$ cat config.mk
export PLATFORM = sky130hd
export DESIGN_NAME = baud_gen
export DESIGN_NICKNAME = d
export VERILOG_FILES = /design/src/rtl/baud_gen.sv
export SDC_FILE = /design/constraint.sdc
export NUM_CORES = 1
export LEC_CHECK = 0
export BUFFER_PORTS_ARGS = -buffer_cell sky130_fd_sc_hd__buf_2
export CAP_MARGIN = 20
export CORE_AREA = 8 8 82 84
export CTS_BUF_LIST = sky130_fd_sc_hd__clkbuf_2 sky130_fd_sc_hd__clkbuf_4 sky130_fd_sc_hd__clkbuf_8
export DETAILED_ROUTE_END_ITERATION = 16
export DIE_AREA = 0 0 90 92
export GPL_ROUTABILITY_DRIVEN = 0
export GPL_TIMING_DRIVEN = 0
export PLACE_DENSITY = 0.71
export SKIP_LAST_GASP = 1
export SLEW_MARGIN = 20
export SYNTH_ARGS = -nofsm -noshare
export SYNTH_HDL_FRONTEND = slang
export SYNTH_SLANG_ARGS = --single-unit
export TNS_END_PERCENT = 10
$ cat constraint.sdc
create_clock -name clk -period 5 [get_ports clk]
set_input_delay 0.25 -clock clk [delete_from_list [all_inputs] [get_ports clk]]
set_output_delay 0.25 -clock clk [all_outputs]
set_load 0.1 [all_outputs]
$ cat src/rtl/baud_gen.sv
`default_nettype none
// +-----------------------------------------------------------------------------+
// | baud_gen : fractional baud divider with oversample, bit and mid-bit ticks.  |
// | Optional BAUD_GEN_SHADOW_EN latches the config per bit.                      |
// | Revision : 1.0                                                              |
// +-----------------------------------------------------------------------------+
module baud_gen #(
  parameter int DIV_W  = 16,
  parameter int FRAC_W = 4,
  parameter int OS_W   = 5
) (
  input  logic              clk,
  input  logic              rst,
  input  logic              enable,
  input  logic              restart,
  input  logic [DIV_W-1:0]  div_int,
  input  logic [FRAC_W-1:0] div_frac,
  input  logic [OS_W-1:0]   os_ratio,
  output logic              os_tick,
  output logic              bit_tick,
  output logic              mid_tick
);

  localparam logic [DIV_W-1:0] c_div_one = 1;
  localparam logic [DIV_W:0]   c_per_one = 1;
  localparam logic [OS_W-1:0]  c_os_one  = 1;

  logic [DIV_W-1:0]  cnt_q, cnt_d;
  logic [FRAC_W-1:0] frac_acc_q, frac_acc_d;
  logic [OS_W-1:0]   os_cnt_q, os_cnt_d;
  logic              os_tick_q, os_tick_d;
  logic              bit_tick_q, bit_tick_d;
  logic              mid_tick_q, mid_tick_d;

  logic [DIV_W-1:0]  cfg_div_int;
  logic [FRAC_W-1:0] cfg_div_frac;
  logic [OS_W-1:0]   cfg_os_ratio;

  logic [FRAC_W:0]   frac_sum;
  logic [DIV_W:0]    div_eff;
  logic [DIV_W:0]    period;
  logic [OS_W-1:0]   ratio_eff;
  logic [OS_W-1:0]   mid_pos;
  logic              terminal;
  logic              bit_end;
  logic              mid_hit;

`ifdef BAUD_GEN_SHADOW_EN
  logic [DIV_W-1:0]  div_int_q, div_int_d;
  logic [FRAC_W-1:0] div_frac_q, div_frac_d;
  logic [OS_W-1:0]   os_ratio_q, os_ratio_d;

  assign cfg_div_int  = div_int_q;
  assign cfg_div_frac = div_frac_q;
  assign cfg_os_ratio = os_ratio_q;

  // Config is re-sampled only at a bit boundary so a bit in flight keeps its timing.
  always_comb begin
    div_int_d  = div_int_q;
    div_frac_d = div_frac_q;
    os_ratio_d = os_ratio_q;
    if (restart || (enable && terminal && bit_end)) begin
      div_int_d  = div_int;
      div_frac_d = div_frac;
      os_ratio_d = os_ratio;
    end
  end

  always_ff @(posedge clk) begin
    if (rst) begin
      div_int_q  <= div_int;
      div_frac_q <= div_frac;
      os_ratio_q <= os_ratio;
    end else begin
      div_int_q  <= div_int_d;
      div_frac_q <= div_frac_d;
      os_ratio_q <= os_ratio_d;
    end
  end
`else
  assign cfg_div_int  = div_int;
  assign cfg_div_frac = div_frac;
  assign cfg_os_ratio = os_ratio;
`endif

  // Period math is one bit wider than the divisor so div_int=all-ones plus carry fits.
  always_comb begin
    frac_sum  = {1'b0, frac_acc_q} + {1'b0, cfg_div_frac};
    div_eff   = (cfg_div_int > c_div_one) ? {1'b0, cfg_div_int} : c_per_one;
    period    = div_eff + {{DIV_W{1'b0}}, frac_sum[FRAC_W]};
    terminal  = ({1'b0, cnt_q} >= (period - c_per_one));
    ratio_eff = (cfg_os_ratio > c_os_one) ? cfg_os_ratio : c_os_one;
    mid_pos   = (ratio_eff >> 1) - c_os_one;
    bit_end   = (os_cnt_q >= (ratio_eff - c_os_one));
    mid_hit   = (ratio_eff == c_os_one) || (os_cnt_q == mid_pos);
  end

  always_comb begin
    cnt_d      = cnt_q;
    frac_acc_d = frac_acc_q;
    os_cnt_d   = os_cnt_q;
    os_tick_d  = 1'b0;
    bit_tick_d = 1'b0;
    mid_tick_d = 1'b0;
    if (restart) begin
      cnt_d      = '0;
      frac_acc_d = '0;
      os_cnt_d   = '0;
    end else if (enable) begin
      if (terminal) begin
        cnt_d      = '0;
        frac_acc_d = frac_sum[FRAC_W-1:0];
        os_tick_d  = 1'b1;
        bit_tick_d = bit_end;
        mid_tick_d = mid_hit;
        os_cnt_d   = bit_end ? '0 : (os_cnt_q + c_os_one);
      end else begin
        cnt_d = cnt_q + c_div_one;
      end
    end
  end

  always_ff @(posedge clk) begin
    if (rst) begin
      cnt_q      <= '0;
      frac_acc_q <= '0;
      os_cnt_q   <= '0;
      os_tick_q  <= 1'b0;
      bit_tick_q <= 1'b0;
      mid_tick_q <= 1'b0;
    end else begin
      cnt_q      <= cnt_d;
      frac_acc_q <= frac_acc_d;
      os_cnt_q   <= os_cnt_d;
      os_tick_q  <= os_tick_d;
      bit_tick_q <= bit_tick_d;
      mid_tick_q <= mid_tick_d;
    end
  end

  assign os_tick  = os_tick_q;
  assign bit_tick = bit_tick_q;
  assign mid_tick = mid_tick_q;

endmodule
`default_nettype wire
# == Word level (Yosys, flattened, before mapping) ==
# Cells that the tools add are included.
# totals
inputBits,29
word_cells,31
output_inout_bits,3
reg_bits,28
# op_classes
addsub,7
n_bitwise,2
magnitude_cmp,4
mux,5
n_reduce_logical,5
n_eq_ne,2
# op_table
operator,count
2-to-1 mux 16 bit,2
adder 16 x 1 -> 17 bit,1
>= comparator 16 x 17 -> 1 bit,1
subtractor 17 x 1 -> 17 bit (second input constant),1
adder 16 x 1 -> 16 bit (second input constant),1
> comparator 16 x 1 -> 1 bit (second input constant),1
2-to-1 mux 5 bit,2
adder 4 x 4 -> 5 bit,1
adder 5 x 1 -> 5 bit (second input constant),1
equality test 5 x 1 -> 1 bit (second input constant),1
equality test 5 bit,1
>= comparator 5 bit,1
> comparator 5 x 1 -> 1 bit (second input constant),1
subtractor 4 x 1 -> 5 bit (second input constant),1
subtractor 5 x 1 -> 5 bit (second input constant),1
OR reduction 4 bit,1
OR reduction 3 bit,1
inverter 1 bit,2
AND reduction 2 bit,1
OR reduction 2 bit,1
logical OR 1 bit,1
2-to-1 mux 1 bit,1

# == Depth between registers and ports, before layout ==
# depth
word_depth,7
mapped_depth,22
ltp_nobuf,20

# == Worst setup path after synthesis ==
# No wires, ideal clock.
# synth_timing
path_kind,flip-flop to flip-flop
startpoint,register frac_acc_q[0]
endpoint,register os_cnt_q[4]
t_required_ps,4883
stages_incl_launch_ff,22
synth_period_minus_slack_ps,3976
arrival_ps,3858
setup_slack_ps,1024
cell_sequence,dfxtp_1 -> ha_1 -> inv_1 -> fa_1 -> inv_1 -> a21o_1 -> a21oi_1 -> ha_1 -> ha_1 -> nor3b_1 -> nand2_1 -> nor3_1 -> xnor2_1 -> ha_1 -> nand4_1 -> nor3_1 -> a21o_1 -> o31ai_2 -> a21oi_2 -> buf_2 -> o21ai_0 -> a32o_1
# synth_between
elab_chain_len,5
# synth_lines
item,line,text
"start, declared",29,"logic [FRAC_W-1:0] frac_acc_q, frac_acc_d;"
"start signal, assigned",133,frac_acc_q <= frac_acc_d;
adder 4 x 4 -> 5 bit,88,"frac_sum = {1'b0, frac_acc_q} + {1'b0, cfg_div_frac};"
adder 16 x 1 -> 17 bit,90,"period = div_eff + {{DIV_W{1'b0}}, frac_sum[FRAC_W]};"
subtractor 17 x 1 -> 17 bit,91,"terminal = ({1'b0, cnt_q} >= (period - c_per_one));"
>= comparator 16 x 17 -> 1 bit,91,
AND reduction 2 bit (no line),--,
"end signal, assigned",134,os_cnt_q <= os_cnt_d;
"end, declared",30,"logic [OS_W-1:0] os_cnt_q, os_cnt_d;"
# No other way between the ends.
# A chain may end at the register's enable or synchronous reset.

# == Worst setup path after layout ==
# Ends and elaborated chain as after synthesis.

==> qor.yml <==
critical_path_class: "reg -> reg"
irDropWorstVdd_v: 0.0001542
die_h_um: 92
path_common_cell: "ha_1"
fillCellCount: 566
rows: 27
setup_viol: 0
cts.clk_slew.worst_paths_ps: 100
timing.fmax_mhz: 221.9
cp.arrival_ps: 4690
grt_max_degree: 17
grt_use_total_pct: 11.74
diodes: 0
syn-num-nets: 334
insertion_delay_ps: 280
syn_inst: 271
post_cts_buffers: 0
area_delta_synth_final_pct: 13.49
multi_input_area_mm2: 0.001704
vias: 1925
pre_cts_ws_ps: 102.9
yosys_warnings: 0
final.setup.worst_slack_ps: 493.9
synth_largest_area_cell: "dfxtp_1"
yosysTopAreaCellShare_pct: 23.88
final_util_pct: 49.28
tightest_slew_ps: 613.6
core_area_mm2: 0.005405
ctsResizeCount: 0
drv_slew: 0
htree_levels: 1
grt_overflow: 0
cts_tree: "done"
crit_slowest_cell: "nor3b_2"
max-cap-violations: 0
status: "completed"
cp.required_ps: 5190
end_kind: "register"
critical-path-max-stage-delay_ps: 390
route.detailed.drc: 0
antenna_found_initial: 0
synth_seq_cells: 28
cp_cell_sequence: "ha_1 -> inv_1 -> fa_1 -> inv_1 -> a21o_1 -> a21oi_1 -> ha_1 -> ha_1 -> nor3b_2 -> nand2_1 -> nor3_1 -> xnor2_1 -> ha_1 -> nand4_1 -> nor3_1 -> a41o_1 -> inv_1 -> a21oi_2 -> buf_2 -> o21ai_0 -> a32o_1"
clk_path_buf_depth: 2
antenna_left: 0
drt-initial-drc-count: 93
postCtsHoldBufs: 0
cts_root_buf: "clkbuf_8"
rsz0062_at_grt: "false"
timing.critical_path.buf_inv: 4
portBuffers: 30
path_max_fanout: 10
wire_per_inst_um: 12.36
cts_buffers: 3
initial_utilization_pct: 43.43
dp_hpwl_um: 3770
regArea_um2: 560.5
firstDrtPassIters: 4
grt_pass1_wl_um: 8355
pin_count: 32
place_area_mm2: 0.002587
wirelength_um: 4660
tns_ps: 0
synth_area_leaders: "dfxtp_1, ha_1, xor2_1, xnor2_1, nor2_4"
fin_area_mm2: 0.002664
critPathLaunchType: "register"
synth_most_common_cell: "ha_1"
power_density_mw_per_mm2: 180.2
hold_path.class: "in -> reg"
synth_area_per_cell_um2: 8.661
ys.flop_type: "dfxtp_1"
finalHoldViolations: 0
period_minus_slack_ps: 4506
final_nets: 369
viasPerCell: 5.106
path_delay_family: "compound AO/OA/AOI/OAI gates"
synthArstFlopShare_pct: 0
die-area_mm2: 0.008280
clock-sinks: 28
synth_commonest_cells: "ha_1, dfxtp_1, nor2_1"
worst_slew_margin_rel_pct: 58.94
synthDistinctLibCells: 47
grt_pass1_vias: 1894
drive_gt1_share_pct: 18.36
synthesis.area_mm2: 0.002347
finClkSkew_ps: 3.469
seq_area_frac_synth_pct: 23.88
synth-edff-count: 0
fin_crit_sh_pct: 90.12
fp.dieW_um: 90
p_leak_nw: 1.094
-- state kept, by name (all words and copies together) (netlist names) --
name and count:
frac_acc_q 4, os_tick 1, mid_tick 1, os_cnt_q 5, bit_tick 1, cnt_q 16
-- layout by cell type (no fill, tap or decap), types with 9 or more instances in the layout --
| cell type | Yosys | final |
|---|---|---|
| nor2_4 | 10 | 10 |
| inv_1 | 13 | 13 |
| ha_1 | 33 | 33 |
| xnor2_1 | 18 | 18 |
| dfxtp_1 | 28 | 28 |
| xor2_1 | 19 | 19 |
| a21oi_1 | 9 | 9 |
| o21ai_0 | 11 | 11 |
| nor2_1 | 27 | 27 |
| buf_2 | 1 | 31 |
| nand2_1 | 21 | 21 |
-- cells by family after synthesis --
| logic type | Yosys count | share of synthesized area, % |
|---|---|---|
| adder cells (fa/ha/maj) | 34 | 18.44 |
| XOR/XNOR | 37 | 13.81 |
| flip-flops | 28 | 23.88 |
| AND/OR/NAND/NOR | 110 | 27.08 |
| buffers and inverters | 18 | 3.731 |
| multiplexers | 4 | 1.706 |
| AO/OA/AOI/OAI | 40 | 11.35 |
-- layout make-up --
type                    count  share of cell area [%]
flip-flops and latches     28                   21.04
well taps                  72                   3.382
repair buffers             30                   5.636
clock buffers               3                   1.550
multi-input cells         225                   63.97
inverters                  13                   1.832
plain buffers               5                   1.456
clock inverters             1                   1.127
-- power breakdown --
group	internal, mW	leakage [nW]	total [mW]	switching (mW)
Sequential	0.223	0.226	0.224	0.000838
Combinational	0.0328	0.833	0.0740	0.0412
Clock	0.107	0.0357	0.182	0.0743
-- worst paths after layout --
path,slack (ps),end,depth (start not counted),from
hold / removal,330,mid_tick,4,os_ratio[1]
setup / recovery,490,os_cnt_q[4],21,frac_acc_q[0]
hold reg to reg,510,frac_acc_q[3],2,frac_acc_q[3]
setup reg to reg,490,os_cnt_q[4],21,frac_acc_q[0]
-- metal layers --
| metal | up-vias | track usage [%] | wire length, µm |
|---|---|---|---|
| met3 | 4 | 2.934 | 178 |
| met4 | 0 | 2.913 | 44 |
| li1 | 1022 | - | - |
| met1 | 870 | 14.99 | 2261 |
| met5 | - | 0 | 0 |
| met2 | 29 | 19.33 | 2176 |
-- worst register-to-register path: stages (launching register included) --
cell and delay [ps]:
dfxtp_1 330, ha_1 190, inv_1 70, fa_1 210
inv_1 50, a21o_1 170, a21oi_1 210, ha_1 220
ha_1 180, nor3b_2 390, nand2_1 180, nor3_1 210
xnor2_1 110, ha_1 310, nand4_1 150, nor3_1 280
a41o_1 240, inv_1 50, a21oi_2 230, buf_2 280
o21ai_0 120, a32o_1 260
-- stage by stage --
| step | std cells | power (mW) | hold slack, ps |
|---|---|---|---|
| finish | 377 | 0.4800 | 326.0 |
| global route | 377 | 0.5076 | 346.7 |
| CTS | 377 | 0.4863 | 325.3 |
| detailed placement | 373 | 0.3036 | 496.3 |
| global placement | 373 | 0.3018 | 478.4 |
| floorplan | 271 | 0.2761 | 444.8 |
No activity file was read; power rests on OpenSTA's default activity.
